`config.mk`:
```
export PLATFORM = sky130hd
export DESIGN_NAME = ila_capture_ctrl
export DESIGN_NICKNAME = d
export VERILOG_FILES = /design/src/rtl/ila_capture_ctrl_pkg.sv /design/src/rtl/ila_capture_ptr.sv /design/src/rtl/ila_capture_ctrl.sv
export SDC_FILE = /design/constraint.sdc
export NUM_CORES = 1
export LEC_CHECK = 0
export ABC_AREA = 1
export ABC_CLOCK_PERIOD_IN_PS = 9200
export CORE_MARGIN = 2
export CORE_UTILIZATION = 58
export DETAILED_ROUTE_END_ITERATION = 6
export GPL_TIMING_DRIVEN = 0
export PLACE_DENSITY = 0.86
export SLEW_MARGIN = 40
export SYNTH_ARGS = -nofsm -noshare
export SYNTH_HDL_FRONTEND = slang
export SYNTH_SLANG_ARGS = --single-unit
```
`constraint.sdc`:
```
create_clock -name clk -period 9.2 [get_ports clk]
set_input_delay 1.84 -clock clk [delete_from_list [all_inputs] [get_ports clk]]
set_output_delay 1.84 -clock clk [all_outputs]
set_load 0.1 [all_outputs]
```
`src/rtl/ila_capture_ctrl_pkg.sv`:
```
// Shared definitions for the ILA capture sequencer: state encodings used by the
// RTL, the register file and the software header.
package ila_capture_ctrl_pkg;

    localparam int unsigned STATE_W = 3;

    typedef enum logic [STATE_W-1:0] {
        StIdle  = 3'd0,
        StPre   = 3'd1,
        StArmed = 3'd2,
        StPost  = 3'd3,
        StDone  = 3'd4
    } cap_state_e;

endpackage

```
`src/rtl/ila_capture_ptr.sv`:
```
// Circular write pointer with saturating fill count; start_addr points at the
// oldest valid sample in the buffer.
module ila_capture_ptr #(
    parameter int unsigned BUFFER_W = 10
) (
    input  logic                clk,
    input  logic                rst,
    input  logic                clr,
    input  logic                inc,
    output logic [BUFFER_W-1:0] wr_ptr,
    output logic [BUFFER_W:0]   fill,
    output logic [BUFFER_W-1:0] start_addr
);

    localparam logic [BUFFER_W:0] DEPTH = {1'b1, {BUFFER_W{1'b0}}};

    logic [BUFFER_W-1:0] ptr_d, ptr_q;
    logic [BUFFER_W:0]   fill_d, fill_q;
    logic [BUFFER_W-1:0] start_d, start_q;

    always_comb begin
        ptr_d  = ptr_q;
        fill_d = fill_q;
        if (clr) begin
            ptr_d  = '0;
            fill_d = '0;
        end else if (inc) begin
            ptr_d = ptr_q + 1'b1;
            if (fill_q != DEPTH) begin
                fill_d = fill_q + 1'b1;
            end
        end
        // A full buffer drops the MSB, so start lands on wr_ptr (oldest = next overwritten).
        start_d = ptr_d - fill_d[BUFFER_W-1:0];
    end

    always_ff @(posedge clk or posedge rst) begin
        if (rst) begin
            ptr_q   <= '0;
            fill_q  <= '0;
            start_q <= '0;
        end else begin
            ptr_q   <= ptr_d;
            fill_q  <= fill_d;
            start_q <= start_d;
        end
    end

    assign wr_ptr     = ptr_q;
    assign fill       = fill_q;
    assign start_addr = start_q;

endmodule

```
`src/rtl/ila_capture_ctrl.sv`:
```
// ILA capture sequencer: pre-trigger fill, trigger detection, post-trigger
// countdown; drives the sample buffer write port.
module ila_capture_ctrl
    import ila_capture_ctrl_pkg::*;
#(
    parameter int unsigned BUFFER_W = 10
) (
    input  logic                clk,
    input  logic                rst,
    input  logic                rst_soft,
    input  logic                arm,
    input  logic [BUFFER_W-1:0] pre_count,
    input  logic [BUFFER_W-1:0] post_count,
    input  logic                sample_valid,
    input  logic                trigger_hit,
    output logic                wr_en,
    output logic [BUFFER_W-1:0] wr_addr,
    output logic [BUFFER_W-1:0] trigger_addr,
    output logic [BUFFER_W-1:0] start_addr,
    output logic [BUFFER_W:0]   samples,
    output logic                busy,
    output logic                done,
    output logic [STATE_W-1:0]  state
);

    cap_state_e          state_d, state_q;
    logic [BUFFER_W-1:0] pre_d, pre_q, post_d, post_q;
    logic [BUFFER_W-1:0] post_cnt_d, post_cnt_q;
    logic [BUFFER_W-1:0] trig_d, trig_q;
    logic [BUFFER_W-1:0] wr_ptr;
    logic [BUFFER_W:0]   fill, fill_inc, post_cnt_inc;
    logic                capturing;

    assign capturing = (state_q == StPre) || (state_q == StArmed) || (state_q == StPost);
    // A sample coinciding with arm or soft reset belongs to neither capture.
    assign wr_en     = sample_valid & capturing & ~arm & ~rst_soft;

    ila_capture_ptr #(
        .BUFFER_W (BUFFER_W)
    ) u_ptr (
        .clk        (clk),
        .rst        (rst),
        .clr        (rst_soft | arm),
        .inc        (wr_en),
        .wr_ptr     (wr_ptr),
        .fill       (fill),
        .start_addr (start_addr)
    );

    assign fill_inc     = fill + 1'b1;
    assign post_cnt_inc = {1'b0, post_cnt_q} + 1'b1;

    always_comb begin
        state_d    = state_q;
        pre_d      = pre_q;
        post_d     = post_q;
        post_cnt_d = post_cnt_q;
        trig_d     = trig_q;
        if (rst_soft) begin
            state_d    = StIdle;
            post_cnt_d = '0;
            trig_d     = '0;
        end else if (arm) begin
            pre_d      = pre_count;
            post_d     = post_count;
            post_cnt_d = '0;
            trig_d     = '0;
            state_d    = (pre_count == '0) ? StArmed : StPre;
        end else if (wr_en) begin
            unique case (state_q)
                StPre: begin
                    if (fill_inc == {1'b0, pre_q}) state_d = StArmed;
                end
                StArmed: begin
                    if (trigger_hit) begin
                        trig_d  = wr_ptr;
                        state_d = (post_q == '0) ? StDone : StPost;
                    end
                end
                StPost: begin
                    post_cnt_d = post_cnt_inc[BUFFER_W-1:0];
                    if (post_cnt_inc == {1'b0, post_q}) state_d = StDone;
                end
                default: ;
            endcase
        end
    end

    always_ff @(posedge clk or posedge rst) begin
        if (rst) begin
            state_q    <= StIdle;
            pre_q      <= '0;
            post_q     <= '0;
            post_cnt_q <= '0;
            trig_q     <= '0;
        end else begin
            state_q    <= state_d;
            pre_q      <= pre_d;
            post_q     <= post_d;
            post_cnt_q <= post_cnt_d;
            trig_q     <= trig_d;
        end
    end

    assign wr_addr      = wr_ptr;
    assign trigger_addr = trig_q;
    assign samples      = fill;
    assign busy         = capturing;
    assign done         = (state_q == StDone);
    assign state        = state_q;

endmodule

```
; Word-level counts from Yosys, hierarchy flattened
; Index checks and enable logic that the tools add are counted.
[totals]
reg_bits = 74
latchBits = 0
ram_bits = 0
romBits = 0
inputBits = 26
elab_cells = 68
mem_count = 0
[op_classes]
n_addsub = 4
mul = 0
div_mod_pow = 0
n_lt_le_gt_ge = 0
eq_ne = 10
shift = 0
n_mux = 23
bitwise_logic = 6
n_reduce_logical = 16
[op_table]
columns = op, n
row1 = 2-to-1 mux 10 bit, 11
row2 = 2-to-1 mux 11 bit, 3
row3 = == test 11 x 10 -> 1 bit, 2
row4 = 2-to-1 mux 3 bit, 7
row5 = zero test 10 bit, 2
row6 = nonzero test 3 bit, 4
row7 = "adder 10 x 1 -> 11 bit, second input constant", 1
row8 = "adder 11 x 1 -> 11 bit, second input constant", 1
row9 = "!= test 11 bit, second input constant", 1
row10 = "adder 10 x 1 -> 10 bit, second input constant", 1
row11 = subtractor 10 bit, 1
row12 = one-hot mux 3 bit (3 select lines), 1
row13 = "!= test 4 x 3 -> 1 bit, second input constant", 2
row14 = "== test 3 x 2 -> 1 bit, second input constant", 2
row15 = AND reduction 2 bit, 3
row16 = AND reduction 5 bit, 1
row17 = nonzero test 5 bit, 1
row18 = "!= test 4 bit, second input constant", 1
row19 = nonzero test 2 bit, 2
row20 = AND 1 bit, 3
row21 = "== test 3 x 1 -> 1 bit, second input constant", 1
row22 = "== test 3 bit, second input constant", 1
row23 = AND reduction 3 bit, 1
row24 = logical OR 1 bit, 2
row25 = 3 further kinds, 4

; Longest topological paths before layout
; Gate-level depths: netlist of run 1.
[logic_depth]
ltp_word = 9
ltp_mapped = 23
ltp_nobuf = 22

; Cells and area by module
; A second synthesis of run 1 with hierarchy kept.
[hier_totals]
cells_unflattened = 630
area_unflattened_um2 = 4677.0
[by_module_without_submodules]
columns = mod, n_inst, cells_each, area_each_um2, seq_area_each_um2
row1 = ila_capture_ctrl, 1, 387, 2767.7, 1076.0
row2 = ila_capture_ptr, 1, 243, 1909.3, 775.7

; Worst setup path before layout of run 1
; OpenSTA, ideal clock, no wires.
[synth_timing]
kind = reg2out
start = register state_q[2], in the netlist state[2]
end = output done
arrival_time_ns = 3.139
required_ns = 7.360
setup_slack_ns = 4.221
stages_incl_launch_ff = 3
cell_sequence = dfrtp_1 -> inv_2 -> nor3_1
[synth_between]
elab_chain_len = 1
[synth_rtl]
columns = element, line_no
row1 = from (decl), ila_capture_ctrl.sv:26  ; cap_state_e state_d, state_q;
row2 = from (signal assigned), ila_capture_ctrl.sv:91  ; state_q <= StIdle;
row3 = from (signal assigned), ila_capture_ctrl.sv:97  ; state_q <= state_d;
row4 = == test 3 bit, ila_capture_ctrl.sv:109  ; assign done = (state_q == StDone);
row5 = to (decl), ila_capture_ctrl.sv:22  ; output logic done,
; No other way between the ends.

; Worst setup path in the final report of run 1
[layout_timing]
start = input rst_soft
end = output wr_en
[layout_between]
elab_chain_len = 2
[layout_rtl]
columns = element, line_no
row1 = from (decl), ila_capture_ctrl.sv:10  ; input logic rst_soft,
row2 = inverter 1 bit (no source line), n/a
row3 = AND 1 bit, ila_capture_ctrl.sv:36  ; assign wr_en = sample_valid & capturing & ~arm & ~rst_soft;
row4 = to (decl), ila_capture_ctrl.sv:16  ; output logic wr_en,
; No other way between the ends.

==> out/metrics.cfg, run 1 <==
[drt]
drc = 0
vias = 4069
wl_mm = 10.9
post_drt_wl_per_cell_microns = 14.7
ant_nets = 0
first_iter_violations = 280
via_per_inst = 5.46
drt_pass1_iterations = 5

[timing]
relSlewSlack = 0.597
fin_crit_ns = 5.55
skew_ns = 0.00605
fmax_mhz = 180
tns_ns = 0
final_max_slew_viol_count = 0
rsz0062_at_grt = no
setup_viol_count_final = 0
worst_pin_slew_ns = 0.605
setup_ws_ns = 3.65
finalHoldViolations = 0
period_share = 0.603

[critical_path]
cp.required_ns = 7.36
crit_type = in2out
r2r_setup_slack_ns = 5.67
endpoint_kind = primary output
crit_top_cell = buf_2
crit_path_end = wr_en
crit_chain = clkdlybuf4s50_1, nor2_1, nand2_4, inv_2, buf_4, buf_2, buf_2
worst_path_largest_cell_delay_ns = 0.53
cp.depth = 7
arrival_ns = 3.71
startpoint_type = input pin
crit_family = buffers and inverters
cp_max_fo = 10
crit_slowest_cell = clkdlybuf4s50_1
r2r-end = u_ptr.start_addr[9]
rr_worst_depth = 21
timing.rr.start = state[2]
path_buf_inv = 5
crit_start = rst_soft

[placed_design]
dp_hpwl_mm = 8.36
place.gp.congestion = 0.933
portBuffers = 72
dp_cells = 730
dp_slack_ns = 3.71

[floorplanning]
start_util = 0.594
die_h_microns = 90.0
dieArea_sq_um = 8090
num_io_pins = 73
die_x_microns = 90.0
rows = 31
coreArea_sq_um = 7210

[yosys]
synthCells = 558
syn_nets = 598
synth_top_family_by_area = simple AND/OR/NAND/NOR gates
yosys.area_share.adder = 0.0426
synthMuxAreaShare = 0.0184
synth_edf_count = 0
postSynth.asyncResetShare = 1.00
synth-seq-area-share = 0.432
yosysWarnings = 0
ys_ff_latch = 74
synth-main-ff-cell = dfrtp_1
syn_area_per_cell_sq_um = 7.68
syn-cell-area_sq_um = 4290
synthDistinctLibCells = 38
synthSimpleGateAreaFrac = 0.306
synth_compound_area_frac = 0.0908
synth_xor_xnor_area_share = 0.0245

[cts]
clock-sinks = 74
clk_pin_slew_ns = 0.08
cts_hold_buf = 0
cts-resized-gates = 0
clockRootBuffer = clkbuf_8
cts_tree = done
numCtsBuffers = 9
cts.path.max_buffers = 2
cts_max_level = 3
postCtsSetupRepairBufs = 0
clock_latency_ns = 0.36

[power_and_ir_drop]
p_leak_nw = 2.52
p_per_area_nw_per_um2 = 155
ir_worst_vdd_v = 0.000119

[cells_and_area]
area_growth_pct = 19.1
fillCellCount = 621
layoutNonFillerInstCount = 745
final_core_util = 0.707
drive_gt1_frac = 0.156
diodes = 0
final_nets = 682

[grt]
gr-usage-met2 = 0.475
met3_usage = 0.0520
met1_usage = 0.370
first_global_vias = 3965
antenna_found_initial = 0
grt_usage = 0.286
grt_pass1_wl_mm = 18.5
grt_max_degree = 39
top_usage_layer = met2
overflow = 0

[flow_run]
drv_cap = 0

[status]
outcome = completed

[min_path]
hp-class = reg2reg

-- worst min-delay path by stage --
stage / start / to / depth (start not counted)
floorplan: pre_q[3] / pre_q[3] / 1
global placement: trigger_addr[2] / trigger_addr[2] / 2
detailed placement: trigger_addr[4] / trigger_addr[4] / 2
CTS: trigger_addr[4] / trigger_addr[4] / 2
global route: trigger_addr[8] / trigger_addr[8] / 2
finish: trigger_addr[5] / trigger_addr[5] / 2
-- where the power goes --
| part | leakage [nW] | switching [mW] | internal (mW) |
|---|---|---|---|
| logic | 1.46 | 0.139 | 0.0477 |
| registers | 0.967 | 0.0140 | 0.346 |
| clock network | 0.0921 | 0.122 | 0.123 |
| total | 2.52 | 0.275 | 0.517 |
-- sequential cells by signal, summed over array words and instances (netlist names) --
register,count
post_cnt_q,10
post_q,10
pre_q,10
state,3
trigger_addr,10
u_ptr.fill,11
u_ptr.start_addr,10
u_ptr.wr_ptr,10
-- cells by family (layout without fill, tap and decap cells) --
family / Yosys count / count (layout)
flip-flops: 74 / 74
buffers and inverters: 93 / 181
AO/OA/AOI/OAI: 72 / 72
XOR/XNOR: 12 / 12
AND/OR/NAND/NOR: 286 / 286
adder cells (fa/ha/maj): 14 / 14
multiplexers: 7 / 7
-- final cells by class --
cell class                 instances  area (sq um)  share of cell area
multi-input combinational        391          2070               0.405
sequential                        74          1850               0.363
clock buffer                      10           128              0.0250
timing repair buffer              73           505              0.0990
tap                               99           124              0.0243
inverter                          81           312              0.0610
clock inverter                     5          56.3              0.0110
buffer                            12          58.8              0.0115
-- worst reg2reg max path, stage by stage, from the launching register on --
cell and delay, ns:
dfrtp_1 0.41, inv_2 0.10, nand2_2 0.10, nand2_2 0.11
nand2_4 0.07, clkinv_2 0.10, nand2_4 0.07, inv_2 0.07
buf_4 0.17, buf_2 0.26, nand2_1 0.08, a21oi_1 0.32
ha_1 0.35, a21oi_1 0.16, nand2_1 0.09, a21boi_0 0.28
o21ai_0 0.19, a21oi_1 0.15, nor2_1 0.05, nor2_1 0.12
nand3b_1 0.12, nand2_1 0.06
-- synthesized netlist by cell type (all sizes together) (5+ instances only) --
master,instances,area share
clkbuf,7,0.0061
mux2,7,0.018
nand2,136,0.13
nor3,10,0.012
dfrtp,74,0.43
xor2,8,0.016
nand3,68,0.083
a21oi,29,0.034
nand3b,6,0.011
nor2,56,0.059
buf,5,0.0076
o21ai,28,0.033
o22ai,8,0.012
ha,13,0.038
inv,78,0.068
-- layer usage --
layer,wire length [microns],part of all wire
met2,5310,0.49
met4,281,0.026
met5,0,0
met1,4730,0.43
met3,601,0.055
-- cell usage in the layout (no fill, tap or decap), types with 5 or more instances in the layout --
cell / synthesis / final
dfrtp_1: 74 / 74
inv_1: 74 / 73
nand3b_1: 6 / 6
nor2_4: 5 / 5
nor2_1: 49 / 49
ha_1: 13 / 13
nand2_2: 6 / 6
o22ai_1: 8 / 8
xor2_1: 8 / 8
o21ai_0: 23 / 23
nor3_1: 10 / 10
clkbuf_1: 7 / 8
nand3_1: 65 / 65
clkdlybuf4s50_1: 0 / 25
nand2_1: 128 / 128
clkbuf_8: 0 / 9
o21ai_1: 5 / 5
mux2_2: 7 / 7
a21oi_1: 29 / 29
buf_2: 2 / 49
-- stage by stage --
step	area, sq um	hold WS (ns)	power (mW)
2_1_floorplan	4290	0.493	0.506
3_3_place_gp	5130	0.495	0.556
3_5_place_dp	4920	0.497	0.551
4_1_cts	5100	0.515	0.794
5_1_grt	5100	0.542	0.822
6_report	5100	0.511	0.791
No activity file was read; power rests on OpenSTA's default activity.
==> run 2, diff against run 1 <==
--- a/config.mk
+++ b/config.mk
@@ -6,12 +6,12 @@
 export NUM_CORES = 1
 export LEC_CHECK = 0
 export ABC_AREA = 1
-export ABC_CLOCK_PERIOD_IN_PS = 9200
+export ABC_CLOCK_PERIOD_IN_PS = 5360
 export CORE_MARGIN = 2
-export CORE_UTILIZATION = 58
+export CORE_UTILIZATION = 54
 export DETAILED_ROUTE_END_ITERATION = 6
 export GPL_TIMING_DRIVEN = 0
-export PLACE_DENSITY = 0.86
+export PLACE_DENSITY = 0.81
 export SLEW_MARGIN = 40
 export SYNTH_ARGS = -nofsm -noshare
 export SYNTH_HDL_FRONTEND = slang
==> constraint.sdc (replaced) <==
create_clock -name clk -period 5.36 [get_ports clk]
set_input_delay 1.072 -clock clk [delete_from_list [all_inputs] [get_ports clk]]
set_output_delay 1.072 -clock clk [all_outputs]
set_load 0.1 [all_outputs]
==> run 2 against run 1 <==
Effect of this change: sequential share of layout area fell by 0.089 points; final cell count rose by 0.40%; routed wire length fell by 1.1%.
==> out/metrics.cfg, run 2 (synthesis gave the netlist of run 1 again) <==
[status]
outcome = completed

[floorplanning]
die_h_microns = 93.1
die_x_microns = 93.1
num_io_pins = 73
start_util = 0.555
coreArea_sq_um = 7730
rows = 32
dieArea_sq_um = 8660

[cells_and_area]
layout_commonest_cell = nand2_1
final_nets = 682
final_cell_mix = nand2_1 (128), dfrtp_1 (74), inv_1 (73), nand3_1 (65)
largest_register_ffs = 11
area_growth_pct = 19.4
diodes = 0
drive_gt1_frac = 0.158
design_area_sq_um = 5120

[power_and_ir_drop]
p_leak_nw = 2.52
ir_worst_vdd_v = 0.000161
internal-power_mw = 0.899
pwr-share-clk = 0.316
power_switching_mw = 0.470
p_sw_frac = 0.343
power_frac_seq = 0.450
p_per_area_nw_per_um2 = 268
pwr-share-comb = 0.234

[critical_path]
arrival_ns = 4.55
crit_chain = clkdlybuf4s50_1, nor2_1, nand2_4, inv_2, buf_4, buf_2, nand2_1, a21oi_1, ha_1, a21oi_1, nand2_1, a21boi_0, o21ai_0, a21oi_1, nor2_1, nor2_1, nand3b_1, nand2_1
worst_path_largest_cell_delay_ns = 0.53
crit_slowest_cell = clkdlybuf4s50_1
startpoint_type = input pin
cp_max_fo = 10
rr_worst_depth = 21
cp.required_ns = 5.60
endpoint_kind = flop
crit_type = in2reg

[timing]
final_max_slew_viol_count = 0
worst_pin_slew_ns = 0.596
setup_viol_count_final = 0
tns_ns = 0
relSlewSlack = 0.603
period_share = 0.803
fmax_mhz = 232
skew_ns = 0.0144
fin_crit_ns = 4.31
rsz0062_at_grt = no
finalHoldViolations = 0

[grt]
grt_pass1_wl_mm = 18.0
first_global_vias = 3890
overflow = 0
antenna_found_initial = 0
grt_usage = 0.263
grt_max_degree = 40

[drt]
drt_pass1_iterations = 5
first_iter_violations = 232
post_drt_wl_per_cell_microns = 14.4
vias = 4004
drc = 0
via_per_inst = 5.35
wl_mm = 10.8
ant_nets = 0

[placed_design]
place_area_sq_um = 4920
dp_hpwl_mm = 8.35
portBuffers = 72
place.gp.congestion = 0.904

[cts]
clock-sinks = 74
cts_max_level = 3
clock_latency_ns = 0.35
cts.path.max_buffers = 2
cts_tree = done
clockRootBuffer = clkbuf_8
clk_pin_slew_ns = 0.08
numCtsBuffers = 9
cts-resized-gates = 0
postCtsSetupRepairBufs = 0
cts_hold_buf = 0

[min_path]
hp-class = reg2reg
hold_depth = 2

[flow_run]
drv_cap = 0

## run 2: cell types whose count changed in the layout (fill, tap and decap cells not counted)
cell,delta
clkbuf_1,-1
clkbuf_8,+1
clkinv_4,-1
clkinvlp_4,+1
## run 2: metal layers
layer | global-route usage | routed length, microns | vias to the layer above
met5 | 0 | 0 | -
met4 | 0.0686 | 131 | 0
met3 | 0.0483 | 712 | 14
met2 | 0.425 | 5020 | 133
met1 | 0.367 | 4940 | 1892
li1 | - | - | 1965
## run 2: area by class of cell
type	instances	area, sq um
Buffer	12	58.8
Timing Repair Buffer	73	505
Clock buffer	10	138
Clock inverter	5	55.1
Sequential cell	74	1850
Inverter	81	312
Multi-Input combinational cell	391	2070
Fill cell	667	2610
Tap cell	102	128
## run 2: worst max-delay path: cells and delay by family
kind | cells | cell delay (ns)
simple gates | 8 | 0.91
compound gates | 5 | 1.18
buf+inv | 4 | 1.01
fa+ha+maj | 1 | 0.37
## run 2: power groups by stage
stage / Combinational [mW] / Clock [mW] / Sequential [mW]
after floorplan: 0.129 / 0 / 0.740
after global placement: 0.330 / 0 / 0.627
after detailed placement: 0.320 / 0 / 0.627
after CTS: 0.321 / 0.436 / 0.616
after global routing: 0.345 / 0.463 / 0.621
final: 0.320 / 0.433 / 0.617
## run 2: through the flow
stage	hold slack (ns)	setup slack (ns)	utilization	power, mW	cells
3_5_place_dp	0.494	0.767	0.637	0.947	733
4_1_cts	0.513	1.12	0.662	1.37	748
6_report	0.511	1.05	0.662	1.37	748
5_1_grt	0.540	0.835	0.662	1.43	748
3_3_place_gp	0.494	0.711	0.664	0.957	732
2_1_floorplan	0.493	1.10	-	0.868	558
## run 2: worst paths after layout
path | startpoint | end | slack [ns]
max | rst_soft | u_ptr.start_addr[9] | 1.05
max reg2reg | state[2] | u_ptr.start_addr[9] | 1.80
max in group asynchronous | rst | post_q[3] | 3.76
min in group asynchronous | rst | trigger_addr[5] | 1.07
min reg2reg | trigger_addr[1] | trigger_addr[1] | 0.51
min | trigger_addr[1] | trigger_addr[1] | 0.51
==> run 3, diff against run 2 <==
--- a/config.mk
+++ b/config.mk
@@ -6,7 +6,7 @@
 export NUM_CORES = 1
 export LEC_CHECK = 0
 export ABC_AREA = 1
-export ABC_CLOCK_PERIOD_IN_PS = 5360
+export ABC_CLOCK_PERIOD_IN_PS = 3990
 export CORE_MARGIN = 2
 export CORE_UTILIZATION = 54
 export DETAILED_ROUTE_END_ITERATION = 6
==> constraint.sdc (replaced) <==
create_clock -name clk -period 3.99 [get_ports clk]
set_input_delay 0.798 -clock clk [delete_from_list [all_inputs] [get_ports clk]]
set_output_delay 0.798 -clock clk [all_outputs]
set_load 0.1 [all_outputs]
==> run 3 against run 2 <==
Effect of this change: utilization grew 0.89 points; clock-buffer cell count is the same; clock skew shrank 0.0053 ns; critical path depth did not move; sequential cell count did not move; cell area up 1.3%; worst hold slack improved by 0.00065 ns; clock power increased by 54%; final cell count stayed put; worst setup slack worse by 0.77 ns; sequential share of layout area decreased by 0.43 points.
==> out/metrics.cfg, run 3 (synthesis gave the netlist of run 1 again) <==
[drt]
vias = 4053
wl_mm = 10.9
drt_pass1_iterations = 6
post_drt_wl_per_cell_microns = 14.6
ant_nets = 0
via_per_inst = 5.42
drc = 0
first_iter_violations = 217

[critical_path]
crit_chain = clkdlybuf4s50_1, nor2_2, nand2_4, inv_2, buf_4, buf_4, nand2_1, a21oi_2, ha_1, a21oi_1, nand2_1, a21boi_0, o21ai_0, a21oi_1, nor2_1, nor2_1, nand3b_1, nand2_1
startpoint_type = input pin
endpoint_kind = flop
crit_top_cell = nand2_1
cp_max_fo = 10
crit_slowest_cell = clkdlybuf4s50_1
cp.required_ns = 4.24
worst_path_largest_cell_delay_ns = 0.55
crit_type = in2reg
arrival_ns = 3.95

[placed_design]
dp_slack_ns = -0.293
portBuffers = 72
dp_hpwl_mm = 8.26
place.gp.congestion = 0.906

[power_and_ir_drop]
p_per_area_nw_per_um2 = 372
p_leak_nw = 2.54
ir_worst_vdd_v = 0.000247
p_total_mw = 1.93

[grt]
first_global_vias = 3938
antenna_found_initial = 0
grt_pass1_wl_mm = 18.6
overflow = 0
grt_usage = 0.277
grt_max_degree = 54

[cts]
numCtsBuffers = 9
cts.path.max_buffers = 2
postCtsSetupRepairBufs = 0
clockRootBuffer = clkbuf_8
cts_max_level = 3
cts_hold_buf = 0
clk_pin_slew_ns = 0.08
clock-sinks = 74
cts_tree = done
clock_latency_ns = 0.36

[cells_and_area]
final_nets = 681
largest_register_ffs = 11
layout_commonest_cell = nand2_1
final_cell_mix = nand2_1 (128), inv_1 (73), dfrtp_1 (72), nand3_1 (65)
diodes = 0
fillCellCount = 676
final_core_util = 0.671
area_growth_pct = 21.0
drive_gt1_frac = 0.172

[flow_run]
drv_cap = 0

[floorplanning]
coreArea_sq_um = 7730
dieArea_sq_um = 8660
num_io_pins = 73
die_x_microns = 93.1
rows = 32
die_h_microns = 93.1
start_util = 0.555

[timing]
fin_crit_ns = 3.70
setup_viol_count_final = 0
period_share = 0.928
fmax_mhz = 270
tns_ns = 0
rsz0062_at_grt = no
worst_pin_slew_ns = 0.553
relSlewSlack = 0.631
setup_ws_ns = 0.288
finalHoldViolations = 0
skew_ns = 0.00915
final_max_slew_viol_count = 0

[status]
outcome = completed

[min_path]
hp-class = reg2reg

## run 3: changes by cell type in the layout (fill, tap and decap cells not counted), sizes merged
cell / change
clkinvlp: -1
bufinv: +1
clkinv: +1
clkbuf: -1
## run 3: area by class of cell
cell class | instances | area [sq um] | area share
multi-input cells | 391 | 2090 | 0.403
plain buffers | 11 | 60.1 | 0.0116
clock inverters | 6 | 90.1 | 0.0174
flip-flops and latches | 74 | 1850 | 0.358
repair buffers | 73 | 513 | 0.0989
well taps | 102 | 128 | 0.0246
inverters | 81 | 312 | 0.0601
clock buffers | 10 | 138 | 0.0265
## run 3: routing by layer
layer,part of all wire,GRT usage
met5,0,0
met4,0.013,0.100
met3,0.062,0.0540
met2,0.48,0.435
met1,0.45,0.384
## run 3: final timing paths
path	start	end	slack [ns]	cells after the start
setup reg to reg	u_ptr.fill[0]	u_ptr.start_addr[9]	0.63	21
setup / recovery	rst_soft	u_ptr.start_addr[9]	0.29	18
hold / removal	trigger_addr[6]	trigger_addr[6]	0.51	2
max in group asynchronous	rst	pre_q[1]	2.71	3
min in group asynchronous	rst	trigger_addr[9]	0.75	2
hold reg to reg	trigger_addr[6]	trigger_addr[6]	0.51	2
## run 3: timing repair
| item | CTS | global route |
|---|---|---|
| gates resized for setup | 0 | 9 |
| setup endpoints to repair | 0 | 2 |
| hold endpoints to repair | 0 | 0 |
## run 3: critical path, delay by kind of cell
kind	cells	cell delay, ns
simple gates	8	0.84
fa+ha+maj	1	0.32
buf+inv	4	0.99
compound gates	5	1.02
## run 3: metrics by stage
stage | area, sq um | instances | hold slack [ns]
after floorplan | 4290 | 558 | 0.493
after global placement | 5140 | 732 | 0.496
after detailed placement | 4940 | 733 | 0.502
after CTS | 5160 | 749 | 0.519
after global routing | 5180 | 748 | 0.549
final | 5180 | 748 | 0.512
## run 3: power breakdown
group	leakage [nW]	switching (mW)	internal (mW)
clock	0.112	0.297	0.370
combinational	1.47	0.320	0.112
sequential	0.964	0.0310	0.798
total	2.54	0.648	1.28
